[config.mk]
export PLATFORM = sky130hd
export DESIGN_NAME = impix_system_pio_ext_flat
export DESIGN_NICKNAME = d
export VERILOG_FILES = /design/src/rtl/impix_system_pio_ext_if.sv /design/src/rtl/impix_system_pio_ext.sv /design/src/flat_wrapper.sv
export SDC_FILE = /design/constraint.sdc
export NUM_CORES = 1
export LEC_CHECK = 0
export CORE_MARGIN = 4
export CORE_UTILIZATION = 48
export DETAILED_ROUTE_END_ITERATION = 6
export PLACE_DENSITY = 0.84
export REMOVE_ABC_BUFFERS = 1
export SLEW_MARGIN = 20
export SYNTH_ARGS = -nofsm -noshare
export SYNTH_HDL_FRONTEND = slang
export SYNTH_SLANG_ARGS = --single-unit
export TNS_END_PERCENT = 100
[constraint.sdc]
create_clock -name clk -period 1.4 [get_ports clk]
set_input_delay 0.21 -clock clk [delete_from_list [all_inputs] [get_ports clk]]
set_output_delay 0.21 -clock clk [all_outputs]
set_load 0.02 [all_outputs]
[src/rtl/impix_system_pio_ext_if.sv]
// Avalon-MM slave bus for the PIO: word address, select, active-low write,
// 32-bit data in both directions.
interface impix_system_pio_ext_if;
  logic [2:0]  address;
  logic        chipselect;
  logic        write_n;
  logic [31:0] writedata;
  logic [31:0] readdata;

  modport master (output address, chipselect, write_n, writedata, input readdata);
  modport slave  (input address, chipselect, write_n, writedata, output readdata);
endinterface

[src/rtl/impix_system_pio_ext.sv]
// Parametrised GPIO: input synchronizer, optional per-channel debounce,
// per-channel rise/fall edge capture, set/clear output register, level irq.

// One debounce lane: deb follows syn only after it has differed for CYCLES
// consecutive clocks; any return to equality drops the pending change.
module impix_system_pio_ext_deb #(
  parameter int CYCLES = 1
) (
  input  logic clk,
  input  logic reset_n,
  input  logic syn,
  output logic deb
);
  localparam int CW = $clog2(CYCLES + 1);
  logic [CW-1:0] cnt;

  // stability counter and debounced output
  always_ff @(posedge clk or negedge reset_n) begin
    if (!reset_n) begin
      cnt <= '0;
      deb <= 1'b0;
    end else if (syn == deb) begin
      cnt <= '0;
    end else if (cnt == CW'(CYCLES - 1)) begin
      deb <= syn;
      cnt <= '0;
    end else begin
      cnt <= cnt + CW'(1);
    end
  end
endmodule

module impix_system_pio_ext #(
  parameter int DATA_WIDTH      = 8,
  parameter int SYNC_STAGES     = 2,
  parameter int DEBOUNCE_CYCLES = 0
) (
  input  logic                  clk,
  input  logic                  reset_n,
  impix_system_pio_ext_if.slave bus,
  input  logic [DATA_WIDTH-1:0] in_port,
  output logic [DATA_WIDTH-1:0] out_port,
  output logic                  irq
);
  logic [SYNC_STAGES-1:0][DATA_WIDTH-1:0] sync_q;
  logic [DATA_WIDTH-1:0] syn_in, deb_in, deb_d;
  logic [DATA_WIDTH-1:0] data_out, irq_mask, edge_capture, rise_en, fall_en;
  logic [DATA_WIDTH-1:0] wdat, rise, fall, clr;
  logic [31:0]           rmux;
  logic                  wr;
  logic                  unused_wr_hi;

  assign wr           = bus.chipselect && !bus.write_n;
  assign wdat         = bus.writedata[DATA_WIDTH-1:0];
  assign unused_wr_hi = ^bus.writedata;

  // in_port synchronizer chain; last stage is the metastability-safe copy
  always_ff @(posedge clk or negedge reset_n) begin
    if (!reset_n) sync_q <= '0;
    else          sync_q <= {sync_q[SYNC_STAGES-2:0], in_port};
  end
  assign syn_in = sync_q[SYNC_STAGES-1];

  generate
    if (DEBOUNCE_CYCLES == 0) begin : g_nodeb
      assign deb_in = syn_in;
    end else begin : g_deb
      for (genvar i = 0; i < DATA_WIDTH; i++) begin : g_lane
        impix_system_pio_ext_deb #(.CYCLES(DEBOUNCE_CYCLES)) u_deb (
          .clk     (clk),
          .reset_n (reset_n),
          .syn     (syn_in[i]),
          .deb     (deb_in[i])
        );
      end
    end
  endgenerate

  assign rise = deb_in & ~deb_d & rise_en;
  assign fall = ~deb_in & deb_d & fall_en;
  // a clear and a new edge on the same bit in one cycle keeps the bit set
  assign clr  = (wr && bus.address == 3'd3) ? wdat : '0;

  // edge delay register and edge capture
  always_ff @(posedge clk or negedge reset_n) begin
    if (!reset_n) begin
      deb_d        <= '0;
      edge_capture <= '0;
    end else begin
      deb_d        <= deb_in;
      edge_capture <= (edge_capture & ~clr) | rise | fall;
    end
  end

  // writable control registers; edge enables reset to any-edge mode
  always_ff @(posedge clk or negedge reset_n) begin
    if (!reset_n) begin
      data_out <= '0;
      irq_mask <= '0;
      rise_en  <= '1;
      fall_en  <= '1;
    end else if (wr) begin
      case (bus.address)
        3'd0:    data_out <= wdat;
        3'd2:    irq_mask <= wdat;
        3'd4:    data_out <= data_out | wdat;
        3'd5:    data_out <= data_out & ~wdat;
        3'd6:    rise_en  <= wdat;
        3'd7:    fall_en  <= wdat;
        default: ;
      endcase
    end
  end

  // read mux, zero-extended to the bus width; reads have no side effects
  always_comb begin
    rmux = '0;
    case (bus.address)
      3'd0:    rmux[DATA_WIDTH-1:0] = deb_in;
      3'd1:    rmux[DATA_WIDTH-1:0] = data_out;
      3'd2:    rmux[DATA_WIDTH-1:0] = irq_mask;
      3'd3:    rmux[DATA_WIDTH-1:0] = edge_capture;
      3'd6:    rmux[DATA_WIDTH-1:0] = rise_en;
      3'd7:    rmux[DATA_WIDTH-1:0] = fall_en;
      default: rmux = '0;
    endcase
  end

  // registered read data, refreshed every clock
  always_ff @(posedge clk or negedge reset_n) begin
    if (!reset_n) bus.readdata <= '0;
    else          bus.readdata <= rmux;
  end

  assign out_port = data_out;
  assign irq      = |(edge_capture & irq_mask);
endmodule
[src/flat_wrapper.sv]
// flat-port wrapper written by rule: the top's interface ports become plain ports
module impix_system_pio_ext_flat 
#(
  parameter int DATA_WIDTH      = 8,
  parameter int SYNC_STAGES     = 2,
  parameter int DEBOUNCE_CYCLES = 0
)
  (clk, reset_n, in_port, out_port, irq, bus_address, bus_chipselect, bus_write_n, bus_writedata, bus_readdata);
  impix_system_pio_ext_if bus_i ();
  input  logic clk;
  input  logic reset_n;
  input  logic [DATA_WIDTH-1:0] in_port;
  output logic [DATA_WIDTH-1:0] out_port;
  output logic irq;
  input wire logic [$bits(bus_i.address)-1:0] bus_address;
  input wire logic [$bits(bus_i.chipselect)-1:0] bus_chipselect;
  input wire logic [$bits(bus_i.write_n)-1:0] bus_write_n;
  input wire logic [$bits(bus_i.writedata)-1:0] bus_writedata;
  output wire logic [$bits(bus_i.readdata)-1:0] bus_readdata;
  assign bus_i.address = bus_address;
  assign bus_i.chipselect = bus_chipselect;
  assign bus_i.write_n = bus_write_n;
  assign bus_i.writedata = bus_writedata;
  assign bus_readdata = bus_i.readdata;
  impix_system_pio_ext #(.DATA_WIDTH(DATA_WIDTH), .SYNC_STAGES(SYNC_STAGES), .DEBOUNCE_CYCLES(DEBOUNCE_CYCLES)) u_core (.clk(clk), .reset_n(reset_n), .bus(bus_i), .in_port(in_port), .out_port(out_port), .irq(irq));
endmodule
==> flow_metrics.py, run 1 <==
metrics = {
    "worst_setup_path": {
        "r2r_cells": 4,
        "reg2reg_setup_slack_ns": 0.05,
        "r2r_end": "u_core.bus.readdata[5]$_DFF_PN0_",
        "cp-start-kind": "register",
        "crit_slowest_cell": "dfrtp_1",
        "worstPathMaxFanout": 2,
        "end_kind": "primary output",
        "path_cells": "a22oi_2, nand4_1, buf_4",
        "worstPathBufferInverterCount": 1,
        "worstSetupPathType": "reg -> out",
        "cp.required_ns": 1.19,
        "path_delay_family": "flip-flops",
        "worstPathArrival_ns": 1.34,
        "worst_path_largest_cell_delay_ns": 0.40,
        "crit_cells": 3,
        "rr_startpoint": "u_core.irq_mask[5]$_DFFE_PN0P_",
    },
    "placement": {
        "port-buffer-count": 39,
        "dpl.hpwl_um": 5490,
        "postPlaceCellArea_sq_mm": 0.00401,
        "dp_cells": 410,
        "preCtsSetupSlack_ns": -0.513,
        "place.gp.congestion": 0.877,
    },
    "floorplan": {
        "die_w_um": 90.6,
        "pin_count": 88,
        "die_area_sq_mm": 0.00822,
        "num_rows": 29,
        "initial_core_util_pct": 50.5,
        "core_sq_mm": 0.00649,
        "die_y_um": 90.6,
    },
    "cells_and_area": {
        "fillers": 475,
        "syn2layout_area_growth_pct": 29.9,
        "final_common_cell": "dfrtp_1",
        "final_nets": 392,
        "fin_cells": 427,
        "drive_gt1_share_pct": 36.6,
        "utilization_pct": 65.6,
        "diodes": 0,
        "design_area_sq_mm": 0.00426,
        "final_cell_mix": "dfrtp_1, buf_4, mux2_2",
    },
    "clock_tree": {
        "clock-root-buffer": "clkbuf_8",
        "clkSinkCount": 72,
        "cts_made_buffers": 9,
        "insertion_delay_ns": 0.35,
        "cts_buffer_depth": 2,
        "postCtsSetupBuffers": 0,
        "tritoncts": "done",
        "htreeDepth": 3,
        "clkSlewWorstSetupHoldPaths_ns": 0.07,
    },
    "route": {
        "vias": 2397,
        "route.antenna.remaining_nets": 0,
        "dr.pass1.iters": 4,
        "wl_per_cell_um": 18.0,
        "routed_wl_um": 7690,
        "viasPerCell": 5.61,
        "drtIter0Drc": 185,
        "drc": 0,
    },
    "timing": {
        "timing.final.ws_setup_ns": -0.152,
        "hold_viol": 0,
        "period_needed_ns": 1.55,
        "slew_viol_final": 0,
        "fmax_ghz": 0.644,
        "whs_ns": 0.291,
        "setup_viol": 1,
        "fin_skew_ns": 0.00723,
        "period_share_pct": 111,
        "rsz0062_at_grt": "true",
    },
    "status": {
        "violations": "negative setup slack",
        "status": "complete, but fails checks",
    },
    "global_route": {
        "grt_pass1_wl_um": 12800,
        "grt_overflow": 0,
        "grt_pass1_vias": 2543,
        "grtUsageTotal_pct": 20.0,
        "grt_max_degree": 35,
        "antenna_found_initial": 0,
    },
    "synthesis": {
        "ys_ff_latch": 72,
        "yosys_warnings": 0,
        "synth.avg_cell_area_sq_um": 12.8,
        "synth_cell_type_count": 35,
        "syn_area_sq_mm": 0.00328,
        "yosysSeqAreaShare_pct": 55.6,
        "synthCells": 257,
    },
    "power": {
        "combPwrFrac_pct": 21.0,
        "powerDensity_mw_per_mm2": 1320,
        "seqPwrFrac_pct": 47.3,
        "intPower_mw": 4.14,
        "p_sw_share_pct": 26.5,
        "switchingPower_mw": 1.49,
        "ir_drop_mv": 0.825,
        "clock_power_share_pct": 31.7,
        "p_leak_nw": 1.91,
    },
    "job": {
        "cap_violations": 0,
    },
    "worst_hold_path": {
        "holdPathEnd": "u_core.sync_q[6]$_DFF_PN0_",
        "hold_depth": 1,
        "hold_start": "in_port[6]",
        "worst_hold_path_type": "in -> reg",
    },
}
[metrics by stage]
step | power, mW | setup TNS (ns)
2_1_floorplan | 3.24 | -0.480
3_3_place_gp | 3.82 | -18.24
3_5_place_dp | 3.87 | -19.73
4_1_cts | 5.64 | -0.145
5_1_grt | 5.90 | -0.185
6_report | 5.63 | -0.152
[power by group through the flow]
stage | registers (mW) | clock network, mW | logic, mW
after floorplan | 2.70 | 0 | 0.545
after global placement | 2.66 | 0 | 1.16
after detailed placement | 2.67 | 0 | 1.20
after CTS | 2.65 | 1.82 | 1.17
after global routing | 2.69 | 1.93 | 1.28
final | 2.66 | 1.79 | 1.18
[Yosys cell counts]
library cell	instances	share of area [%]
dfrtp_1	56	43
mux2_2	27	9.3
buf_4	24	5.5
dfstp_2	16	13
nand3b_1	16	3.7
nand2_1	13	1.5
and3_1	10	1.9
inv_1	10	1.1
a221o_1	8	2.4
mux2_4	8	3.7
nand3_1	7	1.1
o41ai_1	7	1.9
a221oi_1	6	1.6
a22oi_1	6	1.4
buf_2	6	0.92
mux2i_1	4	1.2
clkbuf_1	3	0.34
nor2_1	3	0.34
nor2_2	3	0.57
o21ai_0	3	0.46
o221ai_1	3	0.80
a21oi_1	2	0.31
a2bb2oi_1	2	0.53
buf_6	2	0.69
or3_1	2	0.38
a211o_1	1	0.27
a21o_1	1	0.23
and2_1	1	0.19
and3b_1	1	0.27
conb_1	1	0.11
mux4_2	1	0.69
nand2b_1	1	0.19
nand2b_4	1	0.42
nand4_1	1	0.19
nor3_2	1	0.31
[worst register-to-register path, cell delays in order, from the launching register on]
cell	delay [ns]
dfrtp_1	0.40
buf_4	0.15
mux2_2	0.26
a221oi_1	0.32
nor2_1	0.09
[worst max-delay path by stage]
| stage | endpoint | from | slack (ns) |
|---|---|---|---|
| 2_1_floorplan | u_core.irq_mask[0]$_DFFE_PN0P_ | bus_write_n | -0.06 |
| 3_3_place_gp | u_core.bus.readdata[3]$_DFF_PN0_ | bus_address[1] | -0.45 |
| 3_5_place_dp | u_core.bus.readdata[3]$_DFF_PN0_ | bus_address[1] | -0.51 |
| 4_1_cts | irq | u_core.irq_mask[6]$_DFFE_PN0P_ | -0.15 |
| 5_1_grt | irq | u_core.irq_mask[5]$_DFFE_PN0P_ | -0.18 |
| 6_report | irq | u_core.irq_mask[5]$_DFFE_PN0P_ | -0.15 |
[logic make-up (layout without fill, tap and decap cells)]
family	Yosys count	in the layout	share of synthesized area (%)
flops	72	72	55.6
compound gates	39	39	9.89
other cells	1	24	0.114
mux	40	40	14.8
buf+inv	45	115	8.59
simple gates	60	60	11.0
[registers in the layout (all words and copies together), names as in the netlist]
name,cells
u_core.bus.readdata,8
u_core.deb_in,8
u_core.irq_mask,8
u_core.sync_q,8
u_core.deb_d,8
u_core.fall_en,8
u_core.rise_en,8
u_core.edge_capture,8
u_core.out_port,8
[area by class of cell]
type	count	area, sq um	share of cell area, %
Multi-Input combinational cell	163	1300	30.6
Tap cell	77	96.3	2.26
Sequential cell	72	1820	42.8
Clock inverter	3	65.1	1.53
Timing Repair Buffer	89	785	18.4
Clock buffer	13	149	3.50
Inverter	10	37.5	0.882
[routing by layer]
metal / up-vias / GRT usage [%] / share of wire [%]
met4: 0 / 8.04 / 2.1
met2: 108 / 31.3 / 48
li1: 1068 / - / -
met3: 19 / 6.83 / 7.9
met1: 1202 / 25.6 / 42
met5: - / 0 / 0
[what timing repair did]
| item | CTS | global route |
|---|---|---|
| hold endpoints to repair | 10 | 0 |
| hold buffers | 1 | 0 |
| resized for setup | 34 | 4 |
| endpoints found under the setup margin | 54 | 5 |
| pin swaps | 1 | 1 |
Note: power is estimated with default switching activity, not from simulation.
==> run 2, diff against run 1 <==
Settings changed: CORE_UTILIZATION 48 to 50, DONT_BUFFER_PORTS set to 1, PLACE_DENSITY 0.84 to 0.7, RECOVER_POWER set to 100.
==> run 2 against run 1 <==
Compared with the run above: clock-buffer cell count fell by 3; via count fell by 12%; routed wire length fell by 6.9%; critical path type unchanged; largest power group unchanged; the run ends with negative hold slack, negative setup slack left; non-clock buffer count fell by 50; clock skew rose by 0.0045 ns; maximum frequency rose by 2.6%; first-iteration DRC count fell by 44%.
==> flow_metrics.py, run 2 (synthesis gave the netlist of run 1 again) <==
metrics = {
    "status": {
        "status": "complete, but fails checks",
        "violations": "negative hold slack, negative setup slack",
    },
    "cells_and_area": {
        "fin_cells": 376,
        "syn2layout_area_growth_pct": 13.4,
        "design_area_sq_mm": 0.00372,
        "final_nets": 342,
        "final_cell_mix": "dfrtp_1, mux2_2, conb_1",
        "drive_gt1_share_pct": 25.1,
        "final_common_cell": "dfrtp_1",
        "diodes": 0,
    },
    "clock_tree": {
        "tritoncts": "done",
        "cts_buffer_depth": 2,
        "htreeDepth": 3,
        "clkSinkCount": 72,
        "insertion_delay_ns": 0.36,
        "cts_made_buffers": 9,
        "clock-root-buffer": "clkbuf_8",
        "clkSlewWorstSetupHoldPaths_ns": 0.08,
    },
    "job": {
        "cap_violations": 0,
    },
    "floorplan": {
        "core_sq_mm": 0.00635,
        "die_w_um": 89.0,
        "die_y_um": 89.0,
        "pin_count": 88,
        "die_area_sq_mm": 0.00792,
        "initial_core_util_pct": 51.6,
        "num_rows": 29,
    },
    "timing": {
        "period_share_pct": 108,
        "timing.final.ws_setup_ns": -0.112,
        "slew_viol_final": 0,
        "hold_viol": 72,
        "fin_tns_setup_ns": -0.112,
        "whs_ns": -0.462,
        "fmax_ghz": 0.661,
        "rsz0062_at_grt": "true",
        "period_needed_ns": 1.51,
        "setup_viol": 1,
        "fin_skew_ns": 0.0118,
    },
    "global_route": {
        "grt_max_degree": 73,
        "grt_overflow": 0,
        "antenna_found_initial": 0,
        "grt_pass1_wl_um": 11500,
        "grtUsageTotal_pct": 20.0,
        "grt_pass1_vias": 2199,
    },
    "worst_setup_path": {
        "worstPathMaxFanout": 2,
        "worstPathArrival_ns": 1.30,
        "cp.required_ns": 1.19,
        "worstSetupPathType": "reg -> out",
        "end_kind": "primary output",
        "cp-start-kind": "register",
        "reg2reg_setup_slack_ns": 0.15,
    },
    "route": {
        "route.antenna.remaining_nets": 0,
        "dr.pass1.iters": 4,
        "viasPerCell": 5.64,
        "drtIter0Drc": 104,
        "vias": 2120,
        "routed_wl_um": 7160,
        "wl_per_cell_um": 19.0,
        "drc": 0,
    },
    "placement": {
        "dpl.hpwl_um": 4440,
        "postPlaceCellArea_sq_mm": 0.00335,
        "place.gp.congestion": 0.787,
        "dp_cells": 340,
        "port-buffer-count": 0,
    },
    "worst_hold_path": {
        "worst_hold_path_type": "in -> async",
    },
    "power": {
        "ir_drop_mv": 0.778,
        "p_leak_nw": 1.59,
        "powerDensity_mw_per_mm2": 1340,
    },
}
## run 2: through the flow
stage | utilization (%) | setup slack (ns) | power, mW | hold WS [ns]
after floorplan | - | -0.0601 | 3.24 | -0.0856
after global placement | 52.8 | 0.0512 | 3.40 | -0.0843
after detailed placement | 52.8 | 0.0432 | 3.42 | -0.0839
after CTS | 58.8 | -0.113 | 5.09 | -0.487
after global routing | 58.6 | -0.199 | 5.26 | -0.503
final | 58.6 | -0.112 | 5.00 | -0.462
## run 2: power breakdown
group / switching [mW] / total, mW / leakage [nW] / internal, mW
sequential: 0.285 / 2.72 / 0.795 / 2.43
combinational: 0.300 / 0.707 / 0.703 / 0.407
clock: 0.765 / 1.58 / 0.0883 / 0.812
total: 1.35 / 5.00 / 1.59 / 3.65
## run 2: worst paths after layout
check	startpoint	endpoint	cells after the start
hold reg to reg	u_core.sync_q[0]$_DFF_PN0_	u_core.deb_in[0]$_DFF_PN0_	0
setup / recovery	u_core.edge_capture[5]$_DFF_PN0_	irq	2
max in group asynchronous	reset_n	u_core.fall_en[5]$_DFFE_PN1P_	0
setup reg to reg	u_core.edge_capture[5]$_DFF_PN0_	u_core.bus.readdata[5]$_DFF_PN0_	4
hold / removal	reset_n	u_core.sync_q[7]$_DFF_PN0_	0
min in group clk	bus_address[2]	u_core.edge_capture[4]$_DFF_PN0_	2
## run 2: worst max-delay path: stages, from the launching register on
cell	delay [ns]
dfrtp_1	0.40
a22oi_2	0.23
nand4_1	0.33
## run 2: final cells by class
| type | count | area (sq um) |
|---|---|---|
| fillers | 525 | 2630 |
| flip-flops and latches | 72 | 1820 |
| multi-input cells | 163 | 1250 |
| repair buffers | 39 | 324 |
| clock buffers | 10 | 128 |
| well taps | 77 | 96.3 |
| clock inverters | 5 | 58.8 |
| inverters | 10 | 37.5 |
## run 2: repair_timing
action                                  CTS  global route
hold buffers                             18             2
pin swaps                                 2             1
hold endpoints to repair                114            74
setup buffers                             1             0
gates resized for setup                   2             0
endpoints found under the setup margin    1             1
## run 2: routing by layer
metal / vias to the layer above / part of all wire [%] / GRT usage (%)
li1: 970 / - / -
met1: 1077 / 43 / 24.3
met2: 60 / 48 / 31.6
met3: 13 / 6.4 / 9.12
met4: 0 / 2.0 / 6.77
met5: - / 0 / 0
==> run 3, diff against run 2 <==
Settings changed: CORE_UTILIZATION 50 to 48, DONT_BUFFER_PORTS 1 to unset, PLACE_DENSITY 0.7 to 0.84.
==> run 3 against run 2 <==
Compared with the run above: the run ends with negative setup slack left; clock skew shrank 0.0074 ns; worst setup slack lost 0.038 ns; die area grew 3.8%; clock-buffer cell count grew 3; global-route usage grew 0.078 points; sequential cell count is the same; sequential share of layout area shrank 5.6 points; sequential power shrank 2%; critical path depth grew 1.
==> flow_metrics.py, run 3 (synthesis gave the netlist of run 1 again) <==
metrics = {
    "power": {
        "intPower_mw": 4.12,
        "ir_drop_mv": 0.808,
        "clock_power_share_pct": 31.9,
        "seqPwrFrac_pct": 47.5,
        "combPwrFrac_pct": 20.7,
        "total_power_mw": 5.61,
        "powerDensity_mw_per_mm2": 1340,
        "p_sw_share_pct": 26.6,
        "switchingPower_mw": 1.49,
        "p_leak_nw": 1.87,
    },
    "route": {
        "vias": 2447,
        "routed_wl_um": 7730,
        "wl_per_cell_um": 18.1,
        "viasPerCell": 5.73,
        "route.antenna.remaining_nets": 0,
        "drtIter0Drc": 179,
        "dr.pass1.iters": 4,
        "drc": 0,
    },
    "timing": {
        "tightest_slew_ns": 1.01,
        "fmax_ghz": 0.645,
        "timing.final.ws_setup_ns": -0.150,
        "hold_viol": 0,
        "slew_viol_final": 0,
        "rsz0062_at_grt": "true",
        "setup_viol": 10,
        "fin_skew_ns": 0.00435,
        "slew_headroom_pct": 33.0,
        "fin_tns_setup_ns": -0.525,
        "period_share_pct": 111,
        "period_needed_ns": 1.55,
    },
    "placement": {
        "place.gp.congestion": 0.877,
        "dpl.hpwl_um": 5490,
        "preCtsSetupSlack_ns": -0.513,
        "port-buffer-count": 39,
    },
    "floorplan": {
        "core_sq_mm": 0.00649,
        "num_rows": 29,
        "pin_count": 88,
        "die_y_um": 90.6,
        "die_area_sq_mm": 0.00822,
        "initial_core_util_pct": 50.5,
        "die_w_um": 90.6,
    },
    "job": {
        "cap_violations": 0,
    },
    "clock_tree": {
        "clkSinkCount": 72,
        "postCtsSetupBuffers": 0,
        "cts_made_buffers": 9,
        "clkSlewWorstSetupHoldPaths_ns": 0.07,
        "clock-root-buffer": "clkbuf_8",
        "tritoncts": "done",
        "cts_buffer_depth": 2,
        "insertion_delay_ns": 0.35,
        "htreeDepth": 3,
    },
    "global_route": {
        "grt_pass1_wl_um": 12800,
        "grt_pass1_vias": 2543,
        "grtUsageTotal_pct": 20.0,
        "antenna_found_initial": 0,
        "grt_overflow": 0,
        "grt_max_degree": 35,
    },
    "cells_and_area": {
        "fillers": 493,
        "syn2layout_area_growth_pct": 28.1,
        "diodes": 0,
        "drive_gt1_share_pct": 33.1,
        "final_nets": 392,
        "final_common_cell": "dfrtp_1",
        "utilization_pct": 64.6,
        "final_cell_mix": "dfrtp_1, buf_4, mux2_2",
    },
    "worst_setup_path": {
        "end_kind": "primary output",
        "worstPathMaxFanout": 2,
        "cp.required_ns": 1.19,
        "reg2reg_setup_slack_ns": 0.07,
        "cp-start-kind": "register",
        "worstPathArrival_ns": 1.34,
        "worstSetupPathType": "reg -> out",
    },
    "status": {
        "violations": "negative setup slack",
        "status": "complete, but fails checks",
    },
    "worst_hold_path": {
        "worst_hold_path_type": "reg -> reg",
    },
}
[run 3: timing repair]
action | in CTS | in global routing
hold buffers | 1 | 0
endpoints found under the setup margin | 54 | 5
hold endpoints to repair | 10 | 0
pin swaps | 1 | 1
resized for setup | 34 | 4
[run 3: routing by layer]
layer	wire (um)	GRT usage (%)	vias to the layer above
met1	3210	25.6	1221
met5	0	0	-
met4	162	8.04	0
li1	-	-	1074
met2	3700	31.3	129
met3	650	6.83	23
[run 3: layout make-up]
class | count | area, sq um | area share [%]
inverters | 10 | 37.5 | 0.894
repair buffers | 89 | 737 | 17.6
multi-input cells | 163 | 1290 | 30.8
clock inverters | 3 | 65.1 | 1.55
clock buffers | 13 | 149 | 3.55
well taps | 77 | 96.3 | 2.30
flip-flops and latches | 72 | 1820 | 43.4
[run 3: power by group through the flow]
stage | combinational, mW | sequential [mW] | clock [mW]
4_1_cts | 1.17 | 2.65 | 1.82
2_1_floorplan | 0.545 | 2.70 | 0
6_report | 1.16 | 2.66 | 1.79
5_1_grt | 1.25 | 2.69 | 1.93
3_5_place_dp | 1.20 | 2.67 | 0
3_3_place_gp | 1.16 | 2.66 | 0
[run 3: worst paths after layout]
kind / startpoint / endpoint / cells after the start
setup / recovery: u_core.irq_mask[5]$_DFFE_PN0P_ / irq / 3
hold / removal: u_core.sync_q[6]$_DFF_PN0_ / u_core.deb_in[6]$_DFF_PN0_ / 0
setup reg to reg: u_core.irq_mask[5]$_DFFE_PN0P_ / u_core.bus.readdata[5]$_DFF_PN0_ / 4
hold reg to reg: u_core.sync_q[6]$_DFF_PN0_ / u_core.deb_in[6]$_DFF_PN0_ / 0
max in group asynchronous: reset_n / u_core.fall_en[0]$_DFFE_PN1P_ / 3
min in group asynchronous: reset_n / u_core.bus.readdata[6]$_DFF_PN0_ / 2
[run 3: metrics by stage]
step                      instance area (sq um)  hold slack (ns)  std cells
final                                      4200            0.350        427
after CTS                                  4240            0.278        427
after global placement                     4010            0.165        410
after detailed placement                   4010            0.169        410
after floorplan                            3120          -0.0856        245
after global routing                       4200            0.347        427
[run 3: critical path: stages, from the launching register on]
cell and delay (ns):
dfrtp_1 0.40, a22oi_2 0.23, nand4_1 0.17, buf_4 0.19
